[config.mk]
export PLATFORM = sky130hd
export DESIGN_NAME = hrange_share_arbiter_flat
export DESIGN_NICKNAME = d
export VERILOG_FILES = /design/src/rtl/hrange_share_if.sv /design/src/rtl/hrange_share_arbiter.sv /design/src/flat_wrapper.sv
export SDC_FILE = /design/constraint.sdc
export NUM_CORES = 1
export LEC_CHECK = 0
export BUFFER_PORTS_ARGS = -buffer_cell sky130_fd_sc_hd__buf_2
export CORE_AREA = 2 2 202 204
export DETAILED_ROUTE_END_ITERATION = 16
export DIE_AREA = 0 0 204 206
export SKIP_CTS_REPAIR_TIMING = 1
export SYNTH_ARGS = -nofsm -noshare
export SYNTH_HDL_FRONTEND = slang
export SYNTH_SLANG_ARGS = --single-unit
[constraint.sdc]
create_clock -name _clock -period 2.5 [get_ports _clock]
set_clock_uncertainty 0.15 [all_clocks]
set_input_delay 0.125 -clock _clock [delete_from_list [all_inputs] [get_ports _clock]]
set_output_delay 0.125 -clock _clock [all_outputs]
set_load 0.005 [all_outputs]
[src/rtl/hrange_share_if.sv]
// hrange_share_if
//   Bundles every client-side and hrange-side signal of the shared hrange
//   arbiter so the arbiter, the two clients and the hrange instance meet on
//   one interface.
//   master : arbiter view. It drives the client outputs and the hrange controls.
//   slave  : environment view. Clients and hrange drive the arbiter inputs.
// Signals
//   req0/req1, base*/limit*/step*, _ready*   : client requests, arguments, ready
//   _valid*, _0_*, _1_*, _done*              : client tuple slot and done pulse
//   grant, last_beats                        : session owner and last beat count
//   hr_base/limit/step, hr_start/ready/reset : hrange arguments and controls
//   hr_0, hr_1, hr_valid, hr_done            : hrange tuple and status
interface hrange_share_if #(
  parameter int WIDTH = 32,
  parameter int CNT_W = 16
);
  logic                    req0, req1;
  logic signed [WIDTH-1:0] base0, limit0, step0;
  logic signed [WIDTH-1:0] base1, limit1, step1;
  logic                    _ready0, _ready1;
  logic                    _valid0, _valid1;
  logic signed [WIDTH-1:0] _0_0, _1_0, _0_1, _1_1;
  logic                    _done0, _done1;
  logic [1:0]              grant;
  logic [CNT_W-1:0]        last_beats;
  logic signed [WIDTH-1:0] hr_base, hr_limit, hr_step;
  logic                    hr_start, hr_ready, hr_reset;
  logic signed [WIDTH-1:0] hr_0, hr_1;
  logic                    hr_valid, hr_done;

  modport master (
    input  req0, req1, base0, limit0, step0, base1, limit1, step1,
    input  _ready0, _ready1, hr_0, hr_1, hr_valid, hr_done,
    output _valid0, _valid1, _0_0, _1_0, _0_1, _1_1, _done0, _done1,
    output grant, last_beats, hr_base, hr_limit, hr_step,
    output hr_start, hr_ready, hr_reset
  );

  modport slave (
    output req0, req1, base0, limit0, step0, base1, limit1, step1,
    output _ready0, _ready1, hr_0, hr_1, hr_valid, hr_done,
    input  _valid0, _valid1, _0_0, _1_0, _0_1, _1_1, _done0, _done1,
    input  grant, last_beats, hr_base, hr_limit, hr_step,
    input  hr_start, hr_ready, hr_reset
  );
endinterface

[src/rtl/hrange_share_arbiter.sv]
// hrange_share_arbiter
//   Shares one hrange generator between two clients. Sessions are granted
//   round-robin. The owner's arguments are latched and hrange is launched.
//   Each tuple goes to the owner through a one-entry registered ready/valid
//   slot. The session closes with a one-cycle done pulse.
// Ports
//   _clock : clock
//   _reset : synchronous active-high reset, also forwarded to hrange as hr_reset
//   bus    : hrange_share_if master modport (client and hrange signals)
module hrange_share_arbiter #(
  parameter int WIDTH = 32,
  parameter int CNT_W = 16
) (
  input logic            _clock,
  input logic            _reset,
  hrange_share_if.master bus
);
  typedef enum logic [1:0] {IDLE, LAUNCH, STREAM, FINISH} state_t;

  state_t                     state_reg, state_next;
  logic [1:0]                 grant_reg, grant_next;
  logic                       rr_reg, rr_next;       // client served last
  logic [1:0]                 valid_reg, valid_next;
  logic [1:0]                 done_reg, done_next;
  logic [1:0][WIDTH-1:0]      t0_reg, t0_next, t1_reg, t1_next;
  logic [WIDTH-1:0]           base_reg, base_next, limit_reg, limit_next;
  logic [WIDTH-1:0]           step_reg, step_next;
  logic                       start_reg, start_next;
  logic [CNT_W-1:0]           cnt_reg, cnt_next, last_reg, last_next;

  logic [1:0] req_vec, ready_vec;
  logic       g;            // index of the session owner
  logic       pick;         // client chosen when arbitrating
  logic       slot_free;    // owner slot empty or draining this cycle
  logic       hr_ready_int;

  assign req_vec   = {bus.req1, bus.req0};
  assign ready_vec = {bus._ready1, bus._ready0};
  assign g         = grant_reg[1];
  // When both clients request, the one not served last wins.
  assign pick      = (&req_vec) ? ~rr_reg : req_vec[1];
  assign slot_free = !valid_reg[g] || ready_vec[g];
  assign hr_ready_int = (state_reg == STREAM) && (grant_reg != 2'b00) && slot_free;

  always_comb begin
    state_next = state_reg;
    grant_next = grant_reg;
    rr_next    = rr_reg;
    valid_next = valid_reg;
    done_next  = 2'b00;
    t0_next    = t0_reg;
    t1_next    = t1_reg;
    base_next  = base_reg;
    limit_next = limit_reg;
    step_next  = step_reg;
    start_next = start_reg;
    cnt_next   = cnt_reg;
    last_next  = last_reg;

    // The owner's slot empties when it samples ready. A new beat in the same
    // cycle overrides the clear below.
    if (valid_reg[g] && ready_vec[g]) valid_next[g] = 1'b0;

    case (state_reg)
      IDLE: begin
        if (|req_vec) begin
          grant_next = pick ? 2'b10 : 2'b01;
          base_next  = pick ? bus.base1  : bus.base0;
          limit_next = pick ? bus.limit1 : bus.limit0;
          step_next  = pick ? bus.step1  : bus.step0;
          start_next = 1'b1;
          state_next = LAUNCH;
        end
      end
      LAUNCH: begin
        start_next = 1'b0;
        cnt_next   = '0;
        state_next = STREAM;
      end
      STREAM: begin
        // A tuple that arrives together with hr_done is dropped.
        if (bus.hr_done) begin
          state_next = FINISH;
        end else if (bus.hr_valid && hr_ready_int) begin
          t0_next[g]    = bus.hr_0;
          t1_next[g]    = bus.hr_1;
          valid_next[g] = 1'b1;
          if (cnt_reg != '1) cnt_next = cnt_reg + 1'b1;
        end
      end
      FINISH: begin
        // Wait for the owner's last tuple to leave before signalling done.
        // This keeps done and valid apart.
        if (slot_free) begin
          done_next[g] = 1'b1;
          last_next    = cnt_reg;
          rr_next      = g;
          grant_next   = 2'b00;
          t0_next[g]   = '0;
          t1_next[g]   = '0;
          state_next   = IDLE;
        end
      end
      default: state_next = IDLE;
    endcase
  end

  always_ff @(posedge _clock) begin
    if (_reset) begin
      state_reg <= IDLE;
      grant_reg <= 2'b00;
      rr_reg    <= 1'b1;        // client 0 wins the first contention
      valid_reg <= 2'b00;
      done_reg  <= 2'b00;
      t0_reg    <= '0;
      t1_reg    <= '0;
      base_reg  <= '0;
      limit_reg <= '0;
      step_reg  <= '0;
      start_reg <= 1'b0;
      cnt_reg   <= '0;
      last_reg  <= '0;
    end else begin
      state_reg <= state_next;
      grant_reg <= grant_next;
      rr_reg    <= rr_next;
      valid_reg <= valid_next;
      done_reg  <= done_next;
      t0_reg    <= t0_next;
      t1_reg    <= t1_next;
      base_reg  <= base_next;
      limit_reg <= limit_next;
      step_reg  <= step_next;
      start_reg <= start_next;
      cnt_reg   <= cnt_next;
      last_reg  <= last_next;
    end
  end

  assign bus._valid0    = valid_reg[0];
  assign bus._valid1    = valid_reg[1];
  assign bus._0_0       = t0_reg[0];
  assign bus._1_0       = t1_reg[0];
  assign bus._0_1       = t0_reg[1];
  assign bus._1_1       = t1_reg[1];
  assign bus._done0     = done_reg[0];
  assign bus._done1     = done_reg[1];
  assign bus.grant      = grant_reg;
  assign bus.last_beats = last_reg;
  assign bus.hr_base    = base_reg;
  assign bus.hr_limit   = limit_reg;
  assign bus.hr_step    = step_reg;
  assign bus.hr_start   = start_reg;
  assign bus.hr_ready   = hr_ready_int;
  assign bus.hr_reset   = _reset;
endmodule

[src/flat_wrapper.sv]
// flat-port wrapper written by rule: the top's interface ports become plain ports
module hrange_share_arbiter_flat 
#(
  parameter int WIDTH = 32,
  parameter int CNT_W = 16
)
  (_clock, _reset, bus_req0, bus_req1, bus_base0, bus_limit0, bus_step0, bus_base1, bus_limit1, bus_step1, bus__ready0, bus__ready1, bus_hr_0, bus_hr_1, bus_hr_valid, bus_hr_done, bus__valid0, bus__valid1, bus__0_0, bus__1_0, bus__0_1, bus__1_1, bus__done0, bus__done1, bus_grant, bus_last_beats, bus_hr_base, bus_hr_limit, bus_hr_step, bus_hr_start, bus_hr_ready, bus_hr_reset);
  hrange_share_if #(.WIDTH(WIDTH), .CNT_W(CNT_W)) bus_i ();
  input logic _clock;
  input logic _reset;
  input wire logic [$bits(bus_i.req0)-1:0] bus_req0;
  input wire logic [$bits(bus_i.req1)-1:0] bus_req1;
  input wire logic [$bits(bus_i.base0)-1:0] bus_base0;
  input wire logic [$bits(bus_i.limit0)-1:0] bus_limit0;
  input wire logic [$bits(bus_i.step0)-1:0] bus_step0;
  input wire logic [$bits(bus_i.base1)-1:0] bus_base1;
  input wire logic [$bits(bus_i.limit1)-1:0] bus_limit1;
  input wire logic [$bits(bus_i.step1)-1:0] bus_step1;
  input wire logic [$bits(bus_i._ready0)-1:0] bus__ready0;
  input wire logic [$bits(bus_i._ready1)-1:0] bus__ready1;
  input wire logic [$bits(bus_i.hr_0)-1:0] bus_hr_0;
  input wire logic [$bits(bus_i.hr_1)-1:0] bus_hr_1;
  input wire logic [$bits(bus_i.hr_valid)-1:0] bus_hr_valid;
  input wire logic [$bits(bus_i.hr_done)-1:0] bus_hr_done;
  output wire logic [$bits(bus_i._valid0)-1:0] bus__valid0;
  output wire logic [$bits(bus_i._valid1)-1:0] bus__valid1;
  output wire logic [$bits(bus_i._0_0)-1:0] bus__0_0;
  output wire logic [$bits(bus_i._1_0)-1:0] bus__1_0;
  output wire logic [$bits(bus_i._0_1)-1:0] bus__0_1;
  output wire logic [$bits(bus_i._1_1)-1:0] bus__1_1;
  output wire logic [$bits(bus_i._done0)-1:0] bus__done0;
  output wire logic [$bits(bus_i._done1)-1:0] bus__done1;
  output wire logic [$bits(bus_i.grant)-1:0] bus_grant;
  output wire logic [$bits(bus_i.last_beats)-1:0] bus_last_beats;
  output wire logic [$bits(bus_i.hr_base)-1:0] bus_hr_base;
  output wire logic [$bits(bus_i.hr_limit)-1:0] bus_hr_limit;
  output wire logic [$bits(bus_i.hr_step)-1:0] bus_hr_step;
  output wire logic [$bits(bus_i.hr_start)-1:0] bus_hr_start;
  output wire logic [$bits(bus_i.hr_ready)-1:0] bus_hr_ready;
  output wire logic [$bits(bus_i.hr_reset)-1:0] bus_hr_reset;
  assign bus_i.req0 = bus_req0;
  assign bus_i.req1 = bus_req1;
  assign bus_i.base0 = bus_base0;
  assign bus_i.limit0 = bus_limit0;
  assign bus_i.step0 = bus_step0;
  assign bus_i.base1 = bus_base1;
  assign bus_i.limit1 = bus_limit1;
  assign bus_i.step1 = bus_step1;
  assign bus_i._ready0 = bus__ready0;
  assign bus_i._ready1 = bus__ready1;
  assign bus_i.hr_0 = bus_hr_0;
  assign bus_i.hr_1 = bus_hr_1;
  assign bus_i.hr_valid = bus_hr_valid;
  assign bus_i.hr_done = bus_hr_done;
  assign bus__valid0 = bus_i._valid0;
  assign bus__valid1 = bus_i._valid1;
  assign bus__0_0 = bus_i._0_0;
  assign bus__1_0 = bus_i._1_0;
  assign bus__0_1 = bus_i._0_1;
  assign bus__1_1 = bus_i._1_1;
  assign bus__done0 = bus_i._done0;
  assign bus__done1 = bus_i._done1;
  assign bus_grant = bus_i.grant;
  assign bus_last_beats = bus_i.last_beats;
  assign bus_hr_base = bus_i.hr_base;
  assign bus_hr_limit = bus_i.hr_limit;
  assign bus_hr_step = bus_i.hr_step;
  assign bus_hr_start = bus_i.hr_start;
  assign bus_hr_ready = bus_i.hr_ready;
  assign bus_hr_reset = bus_i.hr_reset;
  hrange_share_arbiter #(.WIDTH(WIDTH), .CNT_W(CNT_W)) u_core (._clock(_clock), ._reset(_reset), .bus(bus_i));
endmodule
* Word-level counts from Yosys, hierarchy flattened
Index checks and enable logic that the tools add are counted.
W data, S select, Z words.
** Storage, ports and cells
- Register bits :: 266
- Input bits :: 264
- Output and inout port bits :: 249
- Logic and storage cells :: 99
** Cells by class
- Add/sub/neg operators :: 1
- Order comparisons :: 2
- Equal/unequal tests :: 10
- Mux-type cells :: 39
- Bitwise gates (word level) :: 9
- Reduce and logical (&&, ||, !) cells :: 23
** Operators by type and width (number)
- $mux W64 :: 6
- $pmux W64 S2 :: 2
- $and A64 B64 Y64 :: 2
- $bwmux W64 :: 2
- $mux W32 :: 4
- $not A64 Y64 :: 1
- $mux W16 :: 3
- $demux W32 S1 :: 1
- $pmux W16 S2 :: 1
- $mux W2 :: 9
- $add A16 B1 Y16 const B :: 1
- $ne A16 B16 Y1 const B :: 1
- $reduce_bool A2 Y1 :: 5
- $ne A2 B2 Y1 const B :: 4
- $pmux W2 S4 :: 1
- $reduce_and A2 Y1 :: 4
- $reduce_and A4 Y1 :: 2
- $mux W1 :: 7
- $reduce_and A3 Y1 :: 2
- $logic_and A1 B1 Y1 :: 5
- $eq A2 B2 Y1 const B :: 2
- $ne A2 B1 Y1 const B :: 2
- $pmux W2 S2 :: 1
- $not A1 Y1 :: 3
- 13 further kinds :: 13

* Logic depth before layout (Yosys ltp)
Gate-level depths: netlist of the first run.
- Depth after elaboration :: 11
- Gate-level depth with buffers :: 10
- Depth with buffers taken out :: 7

* Worst setup path before layout of the first run
OpenSTA, ideal clock, no wires.
- Path kind :: register -> register
- Start point :: register u_core.state_reg[0]
- End point :: register u_core.cnt_reg[10]
- Setup time :: 0.070 ns
- Arrival :: 1.944 ns
- Data required time :: 2.280 ns
- Slack :: 0.335 ns
- Stages on the path, launching flop included :: 10
- Path buffers :: 2
- Period minus slack after synthesis :: 2.165 ns
- Path through :: dfxtp_1 -> inv_1 -> ha_1 -> and2b_1 -> and3_1 -> buf_4 -> a21oi_4 -> buf_6 -> or4b_1 -> a21oi_1
** Between the ends
- Longest elaborated chain between the ends :: 6
- Elaborated cells between the ends (all ways) :: 11
- Classes of those cells :: eq/ne (5); mux (1); reduce/logical (5)
** RTL lines
- from (decl) :: line hrange_share_arbiter.sv:20 : state_t state_reg, state_next;
- from (signal assigned) :: line hrange_share_arbiter.sv:124 : state_reg <= state_next;
- $eq A2 B2 Y1 :: line hrange_share_arbiter.sv:43, hrange_share_arbiter.sv:64
- $logic_and A1 B1 Y1 (2 in a row) :: line hrange_share_arbiter.sv:43 : assign hr_ready_int = (state_reg == STREAM) && (grant_reg != 2'b00) && slot_free;
- $logic_and A1 B1 Y1 :: line hrange_share_arbiter.sv:84 : end else if (bus.hr_valid && hr_ready_int) begin
- $ne A2 B2 Y1 (no source line)
- $reduce_and A4 Y1 (no source line)
- to (signal assigned) :: line hrange_share_arbiter.sv:135 : cnt_reg <= cnt_next;
- to (decl) :: line hrange_share_arbiter.sv:29 : logic [CNT_W-1:0] cnt_reg, cnt_next, last_reg, last_next;
Several ways; a longest one is shown, not always the timed one.
A chain may end at the register's enable or synchronous reset.

* Worst setup path in the final report of the first run
- Start point :: register u_core.state_reg[0]
- End point :: register u_core.state_reg[0]
** Between the ends
- Longest elaborated chain between the ends :: 3
- Elaborated cells between the ends (all ways) :: 9
- Classes of those cells :: eq/ne (6); mux (1); reduce/logical (2)
** RTL lines
- $eq A2 B2 Y1 / $logic_not A2 Y1 (equally long branches) :: line hrange_share_arbiter.sv:64 : case (state_reg)
- $ne A2 B2 Y1 (no source line) / $ne A2 B1 Y1 (equally long branches)
- $reduce_and A3 Y1 (no source line)
Several ways; a longest one is shown, not always the timed one.

==> flow_metrics.tcl, run 1 <==
set metrics [dict create \
    status "finished, violations left" \
    violations "hold timing" \
    critPathCaptureType "flop" \
    core_mm2 0.0402 \
    slowest_stage "dlygate4sd3_1" \
    synthCells 1267 \
    final-hold-violation-count 1 \
    grt_max_degree 124 \
    cts_made_buffers 30 \
    clk_pin_slew_ps 60 \
    synth_top_cell_area_share_pct 48.9 \
    max_freq_ghz 0.408 \
    total_power_w 0.0145 \
    comb_power_share_pct 30.3 \
    yosys_most_used_dff "dfxtp_1" \
    power.net_switching_w 0.00467 \
    die-width_um 204 \
    drt-total-wl_um 42800 \
    grt_overflow_total 0 \
    worstPathMaxFanout 4 \
    synth_nets 1537 \
    start_kind "flop" \
    drive_gt1_share_pct 30.1 \
    syn_area_per_cell_um2 8.59 \
    dr.first_iter.drc_count 609 \
    p_leak_nw 7.82 \
    antenna_found_initial 12 \
    grt_pass1_wl_um 55500 \
    syn_to_final_growth_pct 63.8 \
    fin_nets 2272 \
    wl_per_cell_um 16.7 \
    gp_congestion 0.906 \
    layout.cells.non_filler 2568 \
    dp_hpwl_um 28200 \
    start_util_pct 27.1 \
    max_slew_margin_pct 53.1 \
    grt_pass1_vias 9986 \
    clk_latency_ps 560 \
    synthArstFlopShare_pct 0 \
    firstDrtPassIters 5 \
    period_needed_ps 2450 \
    finalSetupTns_ps 0 \
    root_buffer "clkbuf_16" \
    synthDistinctLibCells 46 \
    row_count 74 \
    cp_data_arrival_time_ps 2800 \
    final_cell_mix "buf_2, nand2_1, dfxtp_1" \
    h-tree-depth 1 \
    cts_buffer_depth 3 \
    slew_viol_final 0 \
    place.port_buffers 512 \
    cts_tree "done" \
    grt_usage_pct 16.7 \
    antenna_left 0 \
    maxCapViolCount 0 \
    cts.sinks 266 \
    die_area_mm2 0.0420 \
    fp.dieH_um 206 \
    ys_seq_elements 266 \
    via_per_inst 4.67 \
    num_vias 12000 \
    yosys-top-cells-area "dfxtp_1, nand2_1, mux2i_1" \
    min_period_over_period_pct 97.9 \
    required_ps 2850 \
    pwr-share-seq_pct 36.8 \
    cp_cell_sequence "inv_1 -> ha_1 -> nor3b_1 -> a211oi_1 -> nor2_1 -> a211oi_1 -> dlygate4sd3_1" \
    worst_ir_drop_vdd_mv 0.487 \
    yosysSeqAreaShare_pct 48.9 \
    p_clk_share_pct 32.9 \
    internal-power_w 0.00982 \
    netSwitchingFraction_pct 32.2 \
    synth_edf_count 0 \
    netlist_area_mm2 0.0109 \
    fin_hold_ws_ps -14.2 \
    critical_path_class "reg -> reg" \
    final_common_cell "buf_2" \
    setup-violations-final 0 \
    io_pins 513 \
    crit_path_frequent_cell "a211oi_1" \
    hp-class "in -> reg" \
    fillCellCount 3865 \
    yosysTopAreaCell "dfxtp_1" \
    dp.cells 2239 \
    max_stage_delay_ps 590 \
    yosys_warnings 0 \
    fin_util_pct 44.4 \
    worst_pin_slew_ps 704 \
    drc_errors 0 \
    p_per_area_mw_per_mm2 813 \
]
## cell families (layout without fill, tap and decap cells)
group,count (synthesis),in the layout,share of synthesized area [%]
flops,266,266,48.9
mux,97,97,8.92
compound gates,297,297,17.4
other cells,0,10,0
simple gates,489,489,19.5
buf+inv,112,871,4.51
fa+ha+maj,6,6,0.690
## cells in the mapped netlist (3+ instances only)
cell and n:
and2_1 3, o31ai_1 9, and3_1 6, nand4_1 5
nand2_1 270, clkbuf_1 58, nor2_1 109, mux2i_1 97
o21ai_0 7, or3_1 4, inv_1 7, or4_1 9
a22o_1 16, a21oi_1 148, nand3_1 7, ha_1 6
dfxtp_1 266, a211oi_1 98, buf_4 3, buf_2 41
nor2b_1 65
## layer usage
layer / GRT usage [%] / vias up / wire [µm]
met5: 0 / - / 0
met4: 7.58 / 0 / 2280
met3: 4.23 / 125 / 2990
met2: 29.5 / 489 / 20900
met1: 19.0 / 5542 / 16600
li1: - / 5847 / -
## area by class of cell
| class | count | area [µm²] | area share (%) |
|---|---|---|---|
| Sequential cell | 266 | 5330 | 29.9 |
| Antenna cell | 10 | 25.0 | 0.140 |
| Clock inverter | 17 | 228 | 1.28 |
| Tap cell | 532 | 666 | 3.73 |
| Clock buffer | 39 | 856 | 4.80 |
| Timing Repair Buffer | 808 | 5590 | 31.3 |
| Inverter | 7 | 26.3 | 0.147 |
| Multi-Input combinational cell | 889 | 5110 | 28.7 |
## per-stage QoR
stage | hold slack [ps] | instance area [µm²] | setup slack, ps
finish | -14.2 | 17800 | 51.5
global route | 55.9 | 17800 | -44.6
CTS | -391 | 15200 | 80.7
detailed placement | 211 | 14100 | 108
global placement | 205 | 14100 | 195
floorplan | 173 | 10900 | 335
## worst paths after layout
check	startpoint	endpoint	slack (ps)	cells after the start
max	u_core.state_reg[0]	u_core.state_reg[0]	50	7
max reg2reg	u_core.state_reg[0]	u_core.state_reg[0]	50	7
min reg2reg	u_core.bus._0_1[19]	u_core.bus._0_1[19]	300	2
min	bus_req0	u_core.bus.grant[1]	-10	5
## power groups by stage
stage,clock network [W],logic (W),registers (W)
2_1_floorplan,0,0.00214,0.00543
3_3_place_gp,0,0.00379,0.00536
3_5_place_dp,0,0.00384,0.00538
4_1_cts,0.00486,0.00384,0.00531
5_1_grt,0.00503,0.00483,0.00541
6_report,0.00477,0.00439,0.00533
## worst max-delay path: cells and delay by family (launching register included)
kind / cells / cell delay (ps)
buffers and inverters: 2 / 690
adder cells (fa/ha/maj): 1 / 250
flip-flops: 1 / 380
AND/OR/NAND/NOR: 2 / 290
AO/OA/AOI/OAI: 2 / 630
Power figures use the tool's default switching activity.
==> inputs of run 2 (changes only) <==
REMOVE_ABC_BUFFERS = 1   (was default)
==> flow_metrics.tcl, run 2 (synthesis gave the netlist of run 1 again) <==
set metrics [dict create \
    status "complete, no violations" \
    cts_made_buffers 30 \
    core_mm2 0.0402 \
    fin_util_pct 44.1 \
    grt_overflow_total 0 \
    die-width_um 204 \
    setup-violations-final 0 \
    critical_path_class "reg -> reg" \
    critPathCaptureType "flop" \
    min_period_over_period_pct 99.6 \
    clk_latency_ps 560 \
    fp.dieH_um 206 \
    worst_pin_slew_ps 658 \
    clk_pin_slew_ps 60 \
    place_area_mm2 0.0141 \
    max_freq_ghz 0.402 \
    required_ps 2780 \
    fillCellCount 3858 \
    grt_max_degree 135 \
    rrSetupSlack_ps 10 \
    final-hold-violation-count 0 \
    p_leak_nw 7.80 \
    p_per_area_mw_per_mm2 791 \
    cts_buffer_depth 3 \
    io_pins 513 \
    dp_hpwl_um 28600 \
    syn_to_final_growth_pct 63.0 \
    start_util_pct 27.1 \
    max_slew_margin_pct 55.7 \
    root_buffer "clkbuf_16" \
    fin_nets 2281 \
    final_common_cell "buf_2" \
    h-tree-depth 1 \
    fin_hold_ws_ps 38.0 \
    start_kind "flop" \
    slew_viol_final 0 \
    firstDrtPassIters 5 \
    cp_data_arrival_time_ps 2770 \
    total_power_w 0.0140 \
    grt_pass1_wl_um 57200 \
    num_vias 12100 \
    hp-class "in -> reg" \
    period_needed_ps 2490 \
    antenna_left 0 \
    maxCapViolCount 0 \
    ff2ff_path_depth 6 \
    r2r_end "u_core.bus.hr_base[24]" \
    final_cell_mix "buf_2, nand2_1, dfxtp_1" \
    worstReg2RegStart "u_core.rr_reg" \
    drc_errors 0 \
    drt-total-wl_um 43500 \
    hold_depth 5 \
    row_count 74 \
    dr.first_iter.drc_count 699 \
    place.port_buffers 512 \
    gp_congestion 0.824 \
    design_area_mm2 0.0177 \
    cts_tree "done" \
    drive_gt1_share_pct 29.9 \
    holdPathEnd "u_core.state_reg[0]" \
    cts.sinks 266 \
    hp-start "bus_hr_done" \
    antenna_found_initial 8 \
    grt_pass1_vias 10400 \
    grt_usage_pct 17.2 \
    worst_ir_drop_vdd_mv 0.712 \
    finalSetupTns_ps 0 \
    via_per_inst 4.73 \
    worstPathMaxFanout 55 \
    die_area_mm2 0.0420 \
    wl_per_cell_um 16.9 \
]
-- run 2: area by class of cell --
type / count / area [µm²] / share of cell area, %
antenna: 2 / 5.00 / 0.0282
clock buffer: 49 / 903 / 5.09
clock inverter: 6 / 33.8 / 0.190
inverter: 7 / 26.3 / 0.148
multi-input combinational: 889 / 5110 / 28.8
sequential: 266 / 5330 / 30.0
tap: 532 / 666 / 3.75
timing repair buffer: 817 / 5670 / 32.0
-- run 2: worst max-delay path by stage --
stage | end | cells after the start | start
after CTS | u_core.cnt_reg[7] | 7 | u_core.state_reg[0]
after detailed placement | u_core.cnt_reg[7] | 7 | u_core.state_reg[0]
after global placement | u_core.cnt_reg[5] | 7 | u_core.state_reg[0]
after global routing | u_core.bus.hr_limit[4] | 6 | u_core.rr_reg
after floorplan | u_core.bus.grant[1] | 3 | u_core.rr_reg
final | u_core.bus.hr_base[24] | 6 | u_core.rr_reg
-- run 2: report_power, final --
part	switching, W	total [W]	internal [W]
combinational	0.00248	0.00449	0.00200
sequential	0.000386	0.00533	0.00495
clock	0.00177	0.00422	0.00245
-- run 2: per-layer routing --
layer | vias up | part of all wire, % | global-route usage [%]
met3 | 91 | 7.8 | 4.75
li1 | 5854 | - | -
met4 | 4 | 2.8 | 5.02
met1 | 5723 | 38 | 19.0
met2 | 474 | 51 | 32.0
met5 | - | 0.069 | 0
-- run 2: metrics by stage --
| stage | setup WS [ps] | cells |
|---|---|---|
| after floorplan | -9050 | 1162 |
| after global placement | 213 | 2247 |
| after detailed placement | 110 | 2247 |
| after CTS | 105 | 2302 |
| after global routing | -18.1 | 2566 |
| final | 9.87 | 2568 |
-- run 2: worst max-delay path, cell delays in order (launching register included) --
cell	delay, ps
dfxtp_1	330
a21boi_4	210
buf_12	310
buf_4	290
mux2i_1	240
dlygate4sd3_1	620
a211oi_1	80
==> inputs of run 3 (changes only) <==
CORE_AREA = 2 2 200 202   (was 2 2 202 204)
CTS_BUF_LIST = sky130_fd_sc_hd__clkbuf_8   (was default)
DIE_AREA = 0 0 202 204   (was 0 0 204 206)
==> flow_metrics.tcl, run 3 (synthesis gave the netlist of run 1 again) <==
set metrics [dict create \
    status "complete, no violations" \
    setup-violations-final 0 \
    design_area_mm2 0.0178 \
    critPathCaptureType "flop" \
    grt_pass1_vias 10200 \
    place_area_mm2 0.0141 \
    dr.first_iter.drc_count 581 \
    final-hold-violation-count 0 \
    firstDrtPassIters 5 \
    wl_per_cell_um 16.4 \
    fin_nets 2292 \
    antenna_left 0 \
    via_per_inst 4.67 \
    multi_input_area_mm2 0.00511 \
    required_ps 2840 \
    maxCapViolCount 0 \
    worst_pin_slew_ps 764 \
    die_area_mm2 0.0412 \
    cp_data_arrival_time_ps 2820 \
    num_vias 12000 \
    seq_area_mm2 0.00533 \
    critical_path_class "reg -> reg" \
    cts_made_buffers 47 \
    final_cell_mix "buf_2, nand2_1, dfxtp_1" \
    hp-class "in -> reg" \
    dp_hpwl_um 26900 \
    gp_congestion 0.835 \
    h-tree-depth 2 \
    final_common_cell "buf_2" \
    syn_to_final_growth_pct 63.1 \
    place.port_buffers 512 \
    slew_viol_final 0 \
    grt_pass1_wl_um 56100 \
    grt_overflow_total 0 \
    antenna_found_initial 5 \
    start_kind "flop" \
    max_freq_ghz 0.402 \
    total_power_w 0.0140 \
    cts_buffer_depth 3 \
    io_pins 513 \
    root_buffer "clkbuf_8" \
    clk_latency_ps 590 \
    die-width_um 202 \
    drc_errors 0 \
    drive_gt1_share_pct 30.6 \
    period_needed_ps 2490 \
    grt_max_degree 163 \
    drt-total-wl_um 42300 \
    cts_tree "done" \
    rrSetupSlack_ps 10 \
    fillCellCount 3762 \
    fp.dieH_um 204 \
    p_per_area_mw_per_mm2 791 \
    fin_hold_ws_ps 259 \
    min_period_over_period_pct 99.5 \
    row_count 73 \
    p_leak_nw 7.85 \
    clk_pin_slew_ps 60 \
    worstPathMaxFanout 72 \
    max_slew_margin_pct 49.1 \
    grt_usage_pct 17.2 \
    worst_ir_drop_vdd_mv 0.502 \
    cts.sinks 266 \
    start_util_pct 27.8 \
    core_mm2 0.0392 \
]
[run 3: cell count changes in the layout (fill, tap and decap cells not counted)]
cell and delta:
clkbuf_8 +53, clkbuf_16 -31, clkbuf_1 -12, inv_1 +12, buf_4 -7, bufinv_16 +3
clkinvlp_4 +2, clkinv_2 -1, dlygate4sd3_1 +1, inv_6 +1
[run 3: critical path: stages (launching register included)]
cell	delay (ps)
dfxtp_1	330
a21boi_4	180
buf_12	360
buf_4	270
mux2i_1	80
dlygate4sd3_1	560
a211oi_1	310
[run 3: final cells by class]
class | instances | area share, %
Clock buffer | 59 | 4.57
Clock inverter | 23 | 1.06
Tap cell | 525 | 3.70
Antenna cell | 2 | 0.0282
Timing Repair Buffer | 811 | 31.7
Sequential cell | 266 | 30.0
Inverter | 7 | 0.148
Multi-Input combinational cell | 889 | 28.8
[run 3: metrics by stage]
step | worst slack (ps) | util (%) | setup TNS, ps | std cells
6_report | 11.8 | 45.3 | 0 | 2582
5_1_grt | -54.7 | 45.3 | -278 | 2582
4_1_cts | 98.7 | 38.5 | 0 | 2315
3_5_place_dp | 124 | 36.0 | 0 | 2233
3_3_place_gp | 230 | 36.0 | 0 | 2233
2_1_floorplan | -9050 | - | -1025520 | 1162
[run 3: metal layers]
layer  share of wire [%]  global-route usage [%]  up-vias  routed length [µm]
met2                  50                    29.5      502               21200
met5               0.031                       0        -                  13
met1                  39                    20.1     5563               16500
met4                 3.0                    5.51        2                1270
li1                    -                       -     5878                   -
met3                 7.8                    5.63      103                3300
[run 3: final timing paths]
path	depth (start not counted)	to	start
setup / recovery	6	u_core.bus.hr_base[2]	u_core.rr_reg
setup reg to reg	6	u_core.bus.hr_base[2]	u_core.rr_reg
hold reg to reg	2	u_core.bus._0_0[6]	u_core.bus._0_0[6]
hold / removal	4	u_core.bus.hr_limit[15]	bus_limit1[15]
[run 3: power by group]
part | total (W) | internal, W | switching (W)
Combinational | 0.00439 | 0.00194 | 0.00244
Sequential | 0.00535 | 0.00495 | 0.000397
Clock | 0.00431 | 0.00243 | 0.00187
Total | 0.0140 | 0.00933 | 0.00471
